$ cat src/rtl/axi4_lite_regbank.sv
// AXI4-Lite control/status register bank: R/W registers, read-only status slots,
// SLVERR on bad writes, and per-register write-commit pulses toward user logic.
module axi4_lite_regbank #(
  parameter int C_AXI_DATA_WIDTH = 32,
  parameter int C_AXI_ADDR_WIDTH = 8,
  parameter int C_REGISTERS_NUMBER = 16,
  parameter logic [C_REGISTERS_NUMBER-1:0] C_RO_MASK = '0,
  parameter logic [C_AXI_DATA_WIDTH-1:0] C_RESET_VALUE = '0,
  localparam int C_AXI_STROBE_WIDTH = C_AXI_DATA_WIDTH / 8
) (
  input  logic                                         S_AXI_ACLK,
  input  logic                                         S_AXI_ARESET,
  input  logic                                         S_AXI_AWVALID,
  output logic                                         S_AXI_AWREADY,
  input  logic [C_AXI_ADDR_WIDTH-1:0]                  S_AXI_AWADDR,
  input  logic [2:0]                                   S_AXI_AWPROT,
  input  logic                                         S_AXI_WVALID,
  output logic                                         S_AXI_WREADY,
  input  logic [C_AXI_DATA_WIDTH-1:0]                  S_AXI_WDATA,
  input  logic [C_AXI_STROBE_WIDTH-1:0]                S_AXI_WSTRB,
  output logic                                         S_AXI_BVALID,
  input  logic                                         S_AXI_BREADY,
  output logic [1:0]                                   S_AXI_BRESP,
  input  logic                                         S_AXI_ARVALID,
  output logic                                         S_AXI_ARREADY,
  input  logic [C_AXI_ADDR_WIDTH-1:0]                  S_AXI_ARADDR,
  input  logic [2:0]                                   S_AXI_ARPROT,
  output logic                                         S_AXI_RVALID,
  input  logic                                         S_AXI_RREADY,
  output logic [C_AXI_DATA_WIDTH-1:0]                  S_AXI_RDATA,
  output logic [1:0]                                   S_AXI_RRESP,
  output logic [C_REGISTERS_NUMBER*C_AXI_DATA_WIDTH-1:0] USR_REGS,
  input  logic [C_REGISTERS_NUMBER*C_AXI_DATA_WIDTH-1:0] USR_STATUS,
  output logic [C_REGISTERS_NUMBER-1:0]                USR_WR_STROBE
);

  localparam int C_ADDR_LSB = $clog2(C_AXI_STROBE_WIDTH);
  localparam int IDX_W = C_AXI_ADDR_WIDTH - C_ADDR_LSB;
  localparam logic [1:0] RESP_OKAY = 2'b00;
  localparam logic [1:0] RESP_SLVERR = 2'b10;

  logic                          aw_full_q, aw_full_d;
  logic                          w_full_q, w_full_d;
  logic [IDX_W-1:0]              aw_idx_q;
  logic [C_AXI_DATA_WIDTH-1:0]   w_data_q;
  logic [C_AXI_STROBE_WIDTH-1:0] w_strb_q;
  logic                          awready_q, wready_q, arready_q;
  logic                          bvalid_q, rvalid_q, rvalid_d;
  logic [1:0]                    bresp_q, rresp_q;
  logic [C_AXI_DATA_WIDTH-1:0]   rdata_q;
  logic [C_REGISTERS_NUMBER-1:0] strobe_q;
  logic [C_AXI_DATA_WIDTH-1:0]   regs_q [C_REGISTERS_NUMBER];

  logic                          aw_hs, w_hs, ar_hs, commit;
  logic [C_REGISTERS_NUMBER-1:0] wr_sel;
  logic                          wr_ok;
  logic [IDX_W-1:0]              ar_idx;
  logic [C_AXI_DATA_WIDTH-1:0]   rd_data_c;
  logic                          rd_err_c;
  logic                          unused_ok;

  assign unused_ok = ^{S_AXI_AWPROT, S_AXI_ARPROT, S_AXI_AWADDR[C_ADDR_LSB-1:0],
                       S_AXI_ARADDR[C_ADDR_LSB-1:0], USR_STATUS};

  assign aw_hs  = S_AXI_AWVALID && awready_q;
  assign w_hs   = S_AXI_WVALID && wready_q;
  assign ar_hs  = S_AXI_ARVALID && arready_q;
  assign commit = aw_full_q && w_full_q && !bvalid_q;
  assign ar_idx = S_AXI_ARADDR[C_AXI_ADDR_WIDTH-1:C_ADDR_LSB];

  assign aw_full_d = commit ? 1'b0 : (aw_hs ? 1'b1 : aw_full_q);
  assign w_full_d  = commit ? 1'b0 : (w_hs ? 1'b1 : w_full_q);
  assign rvalid_d  = ar_hs ? 1'b1 : ((rvalid_q && S_AXI_RREADY) ? 1'b0 : rvalid_q);

  // An empty select covers both out-of-range and read-only targets.
  always_comb begin
    wr_sel = '0;
    for (int i = 0; i < C_REGISTERS_NUMBER; i++) begin
      if (aw_idx_q == IDX_W'(i) && !C_RO_MASK[i]) wr_sel[i] = 1'b1;
    end
    wr_ok = |wr_sel;
  end

  always_comb begin
    rd_data_c = '0;
    rd_err_c  = 1'b1;
    for (int i = 0; i < C_REGISTERS_NUMBER; i++) begin
      if (ar_idx == IDX_W'(i)) begin
        rd_err_c  = 1'b0;
        rd_data_c = C_RO_MASK[i] ? USR_STATUS[i*C_AXI_DATA_WIDTH +: C_AXI_DATA_WIDTH] : regs_q[i];
      end
    end
  end

  always_comb begin
    USR_REGS = '0;
    for (int i = 0; i < C_REGISTERS_NUMBER; i++) begin
      USR_REGS[i*C_AXI_DATA_WIDTH +: C_AXI_DATA_WIDTH] = C_RO_MASK[i] ? '0 : regs_q[i];
    end
  end

  always_ff @(posedge S_AXI_ACLK or posedge S_AXI_ARESET) begin
    if (S_AXI_ARESET) begin
      aw_full_q <= 1'b0;
      w_full_q  <= 1'b0;
      aw_idx_q  <= '0;
      w_data_q  <= '0;
      w_strb_q  <= '0;
      awready_q <= 1'b0;
      wready_q  <= 1'b0;
      arready_q <= 1'b0;
      bvalid_q  <= 1'b0;
      bresp_q   <= RESP_OKAY;
      rvalid_q  <= 1'b0;
      rresp_q   <= RESP_OKAY;
      rdata_q   <= '0;
      strobe_q  <= '0;
    end else begin
      aw_full_q <= aw_full_d;
      w_full_q  <= w_full_d;
      // Readies track the next slot state so they rise one edge after reset.
      awready_q <= !aw_full_d;
      wready_q  <= !w_full_d;
      arready_q <= !rvalid_d;
      rvalid_q  <= rvalid_d;
      if (aw_hs) aw_idx_q <= S_AXI_AWADDR[C_AXI_ADDR_WIDTH-1:C_ADDR_LSB];
      if (w_hs) begin
        w_data_q <= S_AXI_WDATA;
        w_strb_q <= S_AXI_WSTRB;
      end
      strobe_q <= commit ? wr_sel : '0;
      if (commit) begin
        bvalid_q <= 1'b1;
        bresp_q  <= wr_ok ? RESP_OKAY : RESP_SLVERR;
      end else if (bvalid_q && S_AXI_BREADY) begin
        bvalid_q <= 1'b0;
      end
      if (ar_hs) begin
        rdata_q <= rd_data_c;
        rresp_q <= rd_err_c ? RESP_SLVERR : RESP_OKAY;
      end
    end
  end

  always_ff @(posedge S_AXI_ACLK or posedge S_AXI_ARESET) begin
    if (S_AXI_ARESET) begin
      for (int i = 0; i < C_REGISTERS_NUMBER; i++) regs_q[i] <= C_RESET_VALUE;
    end else begin
      for (int i = 0; i < C_REGISTERS_NUMBER; i++) begin
        for (int b = 0; b < C_AXI_STROBE_WIDTH; b++) begin
          if (commit && wr_sel[i] && w_strb_q[b]) regs_q[i][b*8 +: 8] <= w_data_q[b*8 +: 8];
        end
      end
    end
  end

  assign S_AXI_AWREADY = awready_q;
  assign S_AXI_WREADY  = wready_q;
  assign S_AXI_ARREADY = arready_q;
  assign S_AXI_BVALID  = bvalid_q;
  assign S_AXI_BRESP   = bresp_q;
  assign S_AXI_RVALID  = rvalid_q;
  assign S_AXI_RRESP   = rresp_q;
  assign S_AXI_RDATA   = rdata_q;
  assign USR_WR_STROBE = strobe_q;

endmodule

$ cat config.mk
export PLATFORM = sky130hd
export DESIGN_NAME = axi4_lite_regbank
export DESIGN_NICKNAME = d
export VERILOG_FILES = /design/src/rtl/axi4_lite_regbank.sv
export SDC_FILE = /design/constraint.sdc
export NUM_CORES = 1
export LEC_CHECK = 0
export ABC_AREA = 1
export BUFFER_PORTS_ARGS = -buffer_cell sky130_fd_sc_hd__buf_2
export CAP_MARGIN = 20
export CORE_AREA = 3 3 442 444
export DETAILED_ROUTE_END_ITERATION = 6
export DIE_AREA = 0 0 445 447
export GPL_ROUTABILITY_DRIVEN = 1
export PLACE_DENSITY_LB_ADDON = 0.2
export SYNTH_ARGS = -nofsm -noshare
export SYNTH_HDL_FRONTEND = slang
export SYNTH_SLANG_ARGS = --single-unit
export TNS_END_PERCENT = 100
$ cat constraint.sdc
create_clock -name S_AXI_ACLK -period 67.2 [get_ports S_AXI_ACLK]
set_input_delay 16.8 -clock S_AXI_ACLK [delete_from_list [all_inputs] [get_ports S_AXI_ACLK]]
set_output_delay 16.8 -clock S_AXI_ACLK [all_outputs]
set_load 0.02 [all_outputs]
**Word-level counts from Yosys, hierarchy flattened**

Index checks and enable logic that the tools add are counted.

- Reductions and logical operators: 95
- Eq/ne operators: 30
- Muxes and demuxes: 59

Operators by type and width:

| cell | number |
|---|---|
| 2-to-1 mux 32 bit | 16 |
| equality test 6 x 4 -> 1 bit (second input constant) | 16 |
| logical AND 1 bit | 87 |
| equality test 6 x 3 -> 1 bit (second input constant) | 8 |
| 2-to-1 mux 1 bit | 40 |
| equality test 6 x 2 -> 1 bit (second input constant) | 4 |
| 2-to-1 mux 16 bit | 1 |
| OR reduction 16 bit | 1 |
| equality test 6 x 1 -> 1 bit (second input constant) | 2 |
| logical NOT 6 bit | 2 |
| logical NOT 1 bit | 4 |
| 2-to-1 mux 2 bit | 2 |
| nonzero test 2 bit | 1 |

- Bits of input ports: 577
- Register bits after elaboration: 613
- Output and inout port bits: 569
- Word-level logic and storage cells: 262

**Longest topological paths before layout**

Gate-level depths: netlist of the first run.

- Depth after elaboration: 18
- Gate-level depth with buffers: 18
- Mapped depth without buffers: 16

**Worst setup path before layout of the first run**

No wires, ideal clock.

- Kind: input port to flip-flop
- From: in S_AXI_ARADDR[4]
- To: reg rdata_q[0], in the netlist S_AXI_RDATA[0]
- Data arrival time: 18093 ps
- Path buffers: 2
- Library setup time: 116 ps
- Stages: 14
- Required time: 67084 ps
- Slack: 48991 ps
- Path through: inv_1 -> nor2_1 -> buf_4 -> nand3_1 -> clkbuf_1 -> nand2_1 -> a211oi_1 -> nand3_1 -> nand2_1 -> nand3_1 -> nor2_1 -> nand3_1 -> nand2_1 -> nand2_1

- Cells in the longest elaborated chain, start to end: 17
- Elaborated cells on any way between the ends: 32
- Classes of those cells: 15 x eq/ne; 16 x mux; 1 x reduce/logical

Ends and longest elaborated chain:

| item | RTL line | source |
|---|---|---|
| start: declaration | 26 | `input logic [C_AXI_ADDR_WIDTH-1:0] S_AXI_ARADDR,` |
| logical NOT 6 bit | 88 | `if (ar_idx == IDX_W'(i)) begin` |
| 2-to-1 mux 32 bit (15 in series) | 88 |  |
| 2-to-1 mux 32 bit (*) | 88 |  |
| end signal: assignment | 139 | `rdata_q <= rd_data_c;` |
| end: declaration | 50 | `logic [C_AXI_DATA_WIDTH-1:0] rdata_q;` |

Every way passes the cells marked *; elsewhere a longest branch is shown, timed or not.
A chain may end at the register's enable or synchronous reset.

**Final worst setup path of the first run**

- From: in S_AXI_ARADDR[4]
- To: reg rdata_q[3], in the netlist S_AXI_RDATA[3]

The elaborated chain is that of the path after synthesis.

==> results of run 1 <==
==> routing by layer <==
| metal | track usage | vias up | share of wire |
|---|---|---|---|
| li1 | - | 11500 | - |
| met1 | 0.192 | 12000 | 0.40 |
| met2 | 0.307 | 627 | 0.53 |
| met3 | 0.0318 | 173 | 0.045 |
| met4 | 0.0518 | 2 | 0.033 |
| met5 | 0 | - | 0.000077 |
==> synth_stat cells <==
| master | n | area, µm² |
|---|---|---|
| nand2_1 | 1192 | 4470 |
| dfrtp_1 | 611 | 15300 |
| o21ai_0 | 580 | 2900 |
| inv_1 | 151 | 567 |
| nor2_1 | 148 | 556 |
| clkbuf_1 | 133 | 499 |
| nand3_1 | 102 | 510 |
| a21oi_1 | 63 | 315 |
| nand4_1 | 38 | 238 |
| or2_2 | 29 | 181 |
| buf_2 | 24 | 120 |
| mux2i_1 | 22 | 220 |
| nor3_1 | 15 | 75.1 |
| buf_4 | 11 | 82.6 |
| a221oi_1 | 8 | 70.1 |
| buf_1 | 8 | 30.0 |
| nor2_4 | 6 | 67.6 |
| inv_2 | 4 | 15.0 |
| nand2_2 | 3 | 18.8 |
| nor2_2 | 3 | 18.8 |
| or2_1 | 3 | 18.8 |
| a211oi_1 | 2 | 15.0 |
| a21boi_0 | 2 | 15.0 |
| nand2_4 | 2 | 22.5 |
| nand3_2 | 2 | 20.0 |
| buf_6 | 1 | 11.3 |
| clkinv_1 | 1 | 3.75 |
| conb_1 | 1 | 3.75 |
| nand3b_1 | 1 | 7.51 |
| o211ai_1 | 1 | 7.51 |
| o21ai_1 | 1 | 5.00 |
| o21bai_1 | 1 | 7.51 |
| or2_0 | 1 | 6.26 |
==> tightest hold or removal path, delay by kind of cell (launching register included) <==
| family | cells | cell delay (ps) |
|---|---|---|
| flops | 1 | 340 |
| simple gates | 2 | 100 |
==> logic make-up after synthesis <==
family | share of synthesized area
AO/OA/AOI/OAI | 0.126
buffers and inverters | 0.0503
flip-flops | 0.579
multiplexers | 0.00834
other | 0.000142
AND/OR/NAND/NOR | 0.235
==> flip-flops by register name, indices dropped and copies added, names as in the netlist <==
name and cells:
aw_idx_q 6, aw_full_q 1, S_AXI_WREADY 1, w_data_q 32
S_AXI_AWREADY 1, S_AXI_RVALID 1, w_full_q 1, S_AXI_RDATA 32
w_strb_q 4, USR_WR_STROBE 16, S_AXI_RRESP 1, S_AXI_BVALID 1
S_AXI_BRESP 1, USR_REGS 512, S_AXI_ARREADY 1
==> power by group <==
part           switching, mW  total, mW  leakage, nW  internal (mW)
clock                  0.192      0.470         1.41          0.279
sequential            0.0812      0.545         8.38          0.464
combinational          0.366      0.475         7.72          0.109
==> worst min-delay path by stage <==
stage	startpoint	endpoint	cells after the start	slack (ps)
floorplan	aw_idx_q[4]	aw_idx_q[4]	2	470
global placement	S_AXI_RVALID	S_AXI_ARREADY	1	450
detailed placement	S_AXI_RDATA[21]	S_AXI_RDATA[21]	2	460
CTS	S_AXI_RDATA[30]	S_AXI_RDATA[30]	2	480
global route	S_AXI_RDATA[21]	S_AXI_RDATA[21]	2	500
finish	S_AXI_RDATA[24]	S_AXI_RDATA[24]	2	470
==> per-stage QoR <==
stage / instances / total power [mW] / setup slack (ps) / utilization
finish: 6361 / 1.49 / 47370 / 0.185
detailed placement: 6199 / 1.05 / 46430 / 0.169
floorplan: 3171 / 0.761 / 33290 / -
global route: 6351 / 1.57 / 47110 / 0.184
global placement: 6197 / 1.04 / 46400 / 0.169
CTS: 6349 / 1.53 / 47230 / 0.184
==> final cells by class <==
cell class | count | area, µm²
Antenna cell | 11 | 27.5
Clock buffer | 125 | 2550
Clock inverter | 25 | 318
Fill cell | 21700 | 157000
Inverter | 156 | 593
Multi-Input combinational cell | 2227 | 9890
Sequential cell | 611 | 15300
Tap cell | 2526 | 3160
Timing Repair Buffer | 680 | 3600
==> metrics.md, run 1 <==
| Metric | Value |
|---|---|
| Status | complete, no violations |
| Post-Synthesis Cells | 3,170 |
| Crit path to | S_AXI_RDATA[3] |
| Register bit count reported by yosys | 611 |
| CP startpoint | S_AXI_ARADDR[4] |
| RePlAce Congestion | 0.805 |
| Clock Pin Slew Worst Setup and Hold Paths | 60 ps |
| Cts bufs inserted | 84 |
| Crit-path cells | buf_2 -> nor2_2 -> nand3_2 -> inv_1 -> buf_4 -> nand2_1 -> nand2_1 -> nor2_1 -> nand2_1 -> nand2_1 -> nand4_1 -> nand2_1 -> nand3_1 -> nand2_1 -> nand2_1 -> nand2_1 -> nand2_1 |
| CP max FO | 18 |
| # IOs | 1,146 |
| Commonest non-fill, non-tap cell in the layout | nand2_1 |
| Final WL | 169 mm |
| Post-Syn Area | 26,400 µm² |
| Peak VDD IR | 0.0173 mV |
| Via count | 24,300 |
| Fin crit share | 0.295 |
| Row Count | 161 |
| Clk Tree Root Cell | clkbuf_16 |
| DRT antenna net count | 0 |
| Clk_lat worst skew | 720 ps |
| Slew @ Worst Pin | 1160 ps |
| Max Transition Viols Final | 0 |
| Placed cell area | 32,500 µm² |
| Crit. path cell count | 17 |
| F_max | 50.4 MHz |
| Yosys synthesis warning count | 0 |
| Setup crit end kind | flip-flop |
| Core area | 192,000 µm² |
| RSZ-0062 raised after global routing | false |
| Fin. Hold Viols | 0 |
| Share of cells above drive strength 1 | 0.232 |
| WS Path Type | in2reg |
| Delay-heaviest family, CP | simple AND/OR/NAND/NOR gates |
| Reg2reg end | USR_REGS[110] |
| CTS tree | yes |
| Post-CTS resize count | 0 |
| Register area share after synthesis | 0.579 |
| Die Ht | 447 µm |
| R2R Setup Slk | 63,570 ps |
| Design Area, Final | 35,400 µm² |
| R2R Path Start | aw_idx_q[5] |
| Slew HR | 0.224 |
| Critical Path RT | 67,860 ps |
| Starting Density | 0.137 |
| Post-layout minimum cycle time | 19,830 ps |
| GRT Residual Overflow | 0 |
| # clock sinks | 611 |
| I/O Buffers | 621 |
| Hold buffers post-CTS | 0 |
| Crit path top cell by count | nand2_1 |
| Area Growth Syn to Fin | 34.2% |
| First DRT Iteration DRCs | 1,801 |
| First-pass GRT wire length | 223 mm |
| Initial antenna violation count | 28 |
| Clock tree buffer depth | 3 |
| Detailed-route wire length per cell | 26.5 µm |
| Final setup viols | 0 |
| Crit path buf inv count | 3 |
| Htree depth | 3 |
| Die width | 445 µm |
| Commonest cells after routing, fill and taps aside | 1,191 x nand2_1, 621 x buf_2, 611 x dfrtp_1 |
| # Post-CTS Setup Buffers | 0 |
| Synth cell types | 33 |
| Worst Skew | 36.9 ps |
| Avg Cell Area, Syn | 8.33 µm² |
| Max cap viols | 0 |
| First drt pass iteration count | 5 |
| Setup TNS | 0 ps |
| DR vias/cell | 3.82 |
| Largest stage delay, worst path | 890 ps |
| Total die area | 199,000 µm² |
| Minimum hold slack | 474 ps |
| CP max stage cell | nand3_2 |
| PwrDens | 42.1 nW/µm² |
| DPL Wire Length | 127 mm |
| Worst reg2reg path depth | 5 |
| Class of the worst hold path | reg2reg |
| Total leakage power | 17.5 nW |
| Largest net degree at the start of global routing | 87 |
| Worst Setup Start Kind | primary input |
| Vias in the first global route | 23,600 |
| CP arrival | 20,480 ps |
| Remaining DRCs | 0 |
| Nets@finish | 4,337 |
| GRT Overall Usage | 0.166 |
No activity file was read; power rests on OpenSTA's default activity.
==> inputs of run 2 (changes only) <==
==> constraint.sdc (replaced) <==
create_clock -name S_AXI_ACLK -period 19.9 [get_ports S_AXI_ACLK]
set_input_delay 4.975 -clock S_AXI_ACLK [delete_from_list [all_inputs] [get_ports S_AXI_ACLK]]
set_output_delay 4.975 -clock S_AXI_ACLK [all_outputs]
set_load 0.02 [all_outputs]
==> metrics.md, run 2 (same netlist as run 1, synthesis figures left out) <==
| Metric | Value |
|---|---|
| Clk Tree Root Cell | clkbuf_16 |
| Worst Skew | 26.0 ps |
| Slew @ Worst Pin | 1090 ps |
| GRT Overall Usage | 0.167 |
| Clock Pin Slew Worst Setup and Hold Paths | 60 ps |
| Vias in the first global route | 23,600 |
| Post-CTS resize count | 0 |
| Setup TNS | 0 ps |
| DPL Wire Length | 126 mm |
| Clock tree buffer depth | 3 |
| Crit-path cells | buf_2 -> nor2_4 -> nand3_2 -> inv_2 -> nand2_1 -> nand2_1 -> nor2_1 -> nand2_1 -> nand2_1 -> nand4_1 -> nand2_1 -> nand3_1 -> nand2_1 -> nand2_1 -> nand2_1 -> nand2_1 |
| Largest stage delay, worst path | 860 ps |
| Initial antenna violation count | 35 |
| F_max | 124 MHz |
| Max Transition Viols Final | 0 |
| Peak VDD IR | 0.0586 mV |
| Htree depth | 3 |
| Starting Density | 0.137 |
| Hold buffers post-CTS | 0 |
| Net Sw Frac | 0.427 |
| Area Growth Syn to Fin | 34.5% |
| Nets@finish | 4,340 |
| Die width | 445 µm |
| Slew HR | 0.276 |
| # Post-CTS Setup Buffers | 0 |
| Psw | 2.17 mW |
| Sequential share of power | 0.363 |
| Final WL | 170 mm |
| Fin crit share | 0.404 |
| CTS tree | yes |
| Max cap viols | 0 |
| # IOs | 1,146 |
| WS Path Type | in2reg |
| Max reg flops | 512 |
| Final setup viols | 0 |
| Setup crit end kind | flip-flop |
| Share of cells above drive strength 1 | 0.232 |
| Largest net degree at the start of global routing | 138 |
| Clk_lat worst skew | 720 ps |
| Commonest non-fill, non-tap cell in the layout | nand2_1 |
| Remaining DRCs | 0 |
| # clock sinks | 611 |
| DR vias/cell | 3.82 |
| Logic pwr share | 0.315 |
| Commonest cells after routing, fill and taps aside | 1,190 x nand2_1, 621 x buf_2, 611 x dfrtp_1 |
| Core area | 192,000 µm² |
| PwrDens | 143 nW/µm² |
| Total die area | 199,000 µm² |
| CP max FO | 23 |
| Status | complete, no violations |
| Total leakage power | 17.5 nW |
| Critical Path RT | 20,560 ps |
| Fin. Hold Viols | 0 |
| Crit path top cell by count | nand2_1 |
| Row Count | 161 |
| CP max stage cell | inv_2 |
| Post-layout minimum cycle time | 8040 ps |
| DRT antenna net count | 0 |
| Via count | 24,300 |
| CP arrival | 8700 ps |
| I/O Buffers | 621 |
| Worst Setup Start Kind | primary input |
| RSZ-0062 raised after global routing | false |
| Class of the worst hold path | reg2reg |
| Detailed-route wire length per cell | 26.6 µm |
| Pint | 2.90 mW |
| Tot Pwr | 5.07 mW |
| RePlAce Congestion | 0.774 |
| GRT Residual Overflow | 0 |
| Die Ht | 447 µm |
| First-pass GRT wire length | 223 mm |
| First DRT Iteration DRCs | 1,647 |
| First drt pass iteration count | 7 |
| Clk pwr share | 0.322 |
| Cts bufs inserted | 86 |
==> run 2: cell type report <==
type | instances | area, µm²
Antenna cell | 13 | 32.5
Inverter | 156 | 589
Fill cell | 21700 | 156000
Tap cell | 2526 | 3160
Clock inverter | 27 | 397
Timing Repair Buffer | 681 | 3630
Clock buffer | 129 | 2510
Sequential cell | 611 | 15300
Multi-Input combinational cell | 2227 | 9900
==> run 2: through the flow <==
step	utilization	std cells	setup WS [ps]	hold slack, ps	cell area (µm²)
finish	0.185	6370	11860	476	35500
global route	0.185	6362	11540	507	35500
floorplan	-	3171	6590	472	26400
CTS	0.185	6355	11600	478	35400
detailed placement	0.169	6199	10790	463	32500
global placement	0.169	6197	10790	456	32500
==> run 2: layer usage <==
layer,GRT usage,vias to the layer above,part of all wire
met5,0,-,0.00016
met4,0.0674,4,0.042
met3,0.0337,200,0.052
met2,0.302,700,0.52
met1,0.191,11900,0.39
li1,-,11500,-
==> run 2: worst max-delay path, delay by kind of cell <==
kind	cells	cell delay (ps)
simple gates	14	2710
buf+inv	2	980
==> run 2: power by group through the flow <==
stage	clock (mW)	sequential, mW	combinational [mW]
floorplan	0	2.13	0.439
global placement	0	1.85	1.65
detailed placement	0	1.86	1.67
CTS	1.69	1.84	1.67
global route	1.74	1.88	1.73
finish	1.63	1.84	1.60
==> run 2: worst paths after layout <==
path	from	to	slack (ps)	cells past startpoint
setup / recovery	S_AXI_ARADDR[7]	S_AXI_RDATA[3]	11860	16
hold / removal	S_AXI_RDATA[26]	S_AXI_RDATA[26]	480	2
setup reg to reg	aw_idx_q[5]	USR_REGS[46]	16450	5
hold reg to reg	S_AXI_RDATA[26]	S_AXI_RDATA[26]	480	2
max in group asynchronous	S_AXI_ARESET	USR_WR_STROBE[0]	12410	6
min in group asynchronous	S_AXI_ARESET	USR_REGS[280]	4500	3
==> inputs of run 3 (changes only) <==
==> constraint.sdc (replaced) <==
create_clock -name S_AXI_ACLK -period 7.57 [get_ports S_AXI_ACLK]
set_input_delay 1.8925 -clock S_AXI_ACLK [delete_from_list [all_inputs] [get_ports S_AXI_ACLK]]
set_output_delay 1.8925 -clock S_AXI_ACLK [all_outputs]
set_load 0.02 [all_outputs]
==> metrics.md, run 3 (same netlist as run 1, synthesis figures left out) <==
| Metric | Value |
|---|---|
| Fin crit share | 0.608 |
| First-pass GRT wire length | 223 mm |
| Core area | 192,000 µm² |
| F_max | 217 MHz |
| Clock tree buffer depth | 3 |
| Crit-path cells | buf_2 -> nor2_4 -> nand2_1 -> nor2_4 -> nand2_1 -> nand3_1 -> nor2_1 -> nand3_1 -> o21ai_0 -> nand3_1 -> nand2_1 -> nand4_1 -> nand2_1 -> nand2_1 |
| Starting Density | 0.137 |
| # IOs | 1,146 |
| Slew @ Worst Pin | 1030 ps |
| Post-layout minimum cycle time | 4600 ps |
| Fill cells | 21,700 |
| Hold path startpoint | S_AXI_RDATA[17] |
| DRT antenna net count | 0 |
| CP arrival | 5240 ps |
| CTS tree | yes |
| Vias in the first global route | 23,700 |
| Initial antenna violation count | 30 |
| Slew HR | 0.310 |
| Clock Pin Slew Worst Setup and Hold Paths | 60 ps |
| Max reg flops | 512 |
| First DRT Iteration DRCs | 1,775 |
| Post-CTS resize count | 0 |
| Commonest cells after routing, fill and taps aside | 1,190 x nand2_1, 621 x buf_2, 611 x dfrtp_1 |
| Remaining DRCs | 0 |
| Clk_lat worst skew | 700 ps |
| RSZ-0062 raised after global routing | false |
| Class of the worst hold path | reg2reg |
| Core Util, Final | 0.184 |
| Final setup viols | 0 |
| Total die area | 199,000 µm² |
| R2R Path Start | aw_idx_q[5] |
| Setup crit end kind | flip-flop |
| Multi-input gate area | 9880 µm² |
| WS Path Type | in2reg |
| Die Ht | 447 µm |
| Worst reg2reg path depth | 5 |
| Layout Cells excl Fill | 6,360 |
| Share of cells above drive strength 1 | 0.229 |
| Clk Tree Root Cell | clkbuf_16 |
| Hold endpoint | S_AXI_RDATA[17] |
| Die width | 445 µm |
| RePlAce Congestion | 0.777 |
| Fin. Hold Viols | 0 |
| First drt pass iteration count | 5 |
| Largest net degree at the start of global routing | 140 |
| Worst Setup Start Kind | primary input |
| Tot Pwr | 13.0 mW |
| Via count | 24,200 |
| Area Growth Syn to Fin | 33.6% |
| Crit path top cell by count | nand2_1 |
| DPL Wire Length | 128 mm |
| I/O Buffers | 621 |
| Row Count | 161 |
| Cts bufs inserted | 83 |
| Largest stage delay, worst path | 820 ps |
| Detailed-route wire length per cell | 26.6 µm |
| # clock sinks | 611 |
| # Post-CTS Setup Buffers | 0 |
| PwrDens | 368 nW/µm² |
| FF/Latch Area | 15,300 µm² |
| Hold-critical path depth | 2 |
| Placed insts | 6,206 |
| Worst Skew | 32.8 ps |
| CP max FO | 23 |
| Htree depth | 3 |
| Peak VDD IR | 0.145 mV |
| Total leakage power | 17.4 nW |
| Max cap viols | 0 |
| R2R Setup Slk | 4010 ps |
| Final WL | 169 mm |
| DR vias/cell | 3.80 |
| Hold buffers post-CTS | 0 |
| GRT Residual Overflow | 0 |
| GRT Overall Usage | 0.166 |
| Reg2reg end | USR_REGS[46] |
| Status | complete, no violations |
| Commonest non-fill, non-tap cell in the layout | nand2_1 |
| Critical Path RT | 8210 ps |
| CP max stage cell | nor2_4 |
| Nets@finish | 4,342 |
| Max Transition Viols Final | 0 |
| Setup TNS | 0 ps |
run 3: changes by cell type in the layout (fill, tap and decap cells not counted), moves of 3 or more:
cell and change:
buf_4 +6, bufinv_16 -5, diode_2 -5, inv_16 -4, buf_12 +3, clkbuf_16 -3
run 3: report_power, final:
group	switching (mW)	internal, mW
clock	1.64	2.31
sequential	0.713	4.12
combinational	3.24	0.954
run 3: worst max path at each step:
stage | slack (ps) | depth (start not counted) | from | end
after floorplan | -2660 | 1 | S_AXI_ARESET | S_AXI_ARREADY
after global placement | 2040 | 14 | S_AXI_ARADDR[7] | S_AXI_RDATA[26]
after detailed placement | 2040 | 14 | S_AXI_ARADDR[7] | S_AXI_RDATA[26]
after CTS | 2850 | 14 | S_AXI_ARADDR[7] | S_AXI_RDATA[26]
after global routing | 2670 | 14 | S_AXI_ARADDR[7] | S_AXI_RDATA[26]
final | 2970 | 14 | S_AXI_ARADDR[7] | S_AXI_RDATA[26]
run 3: per-layer routing:
layer	track usage	vias up	routed length, µm	part of all wire
li1	-	11500	-	-
met1	0.188	11900	65500	0.39
met2	0.303	646	87300	0.52
met3	0.0363	204	9010	0.053
met4	0.0649	6	7150	0.042
met5	0	-	41	0.00024
run 3: final cells by class:
cell class	count	area share
inverters	156	0.0167
diodes	8	0.000568
clock inverters	17	0.00550
flip-flops and latches	611	0.434
clock buffers	129	0.0701
multi-input cells	2227	0.280
well taps	2526	0.0896
repair buffers	686	0.104
run 3: worst max-delay path: cells and delay by family:
family	cells	cell delay, ps
AND/OR/NAND/NOR	12	2950
AO/OA/AOI/OAI	1	230
buffers and inverters	1	120
run 3: metrics by stage:
stage | worst slack (ps) | area (µm²) | hold slack, ps
2_1_floorplan | -2660 | 26400 | 472
3_3_place_gp | 2040 | 32600 | 449
3_5_place_dp | 2040 | 32600 | 460
4_1_cts | 2850 | 35200 | 472
5_1_grt | 2670 | 35300 | 496
6_report | 2970 | 35300 | 473
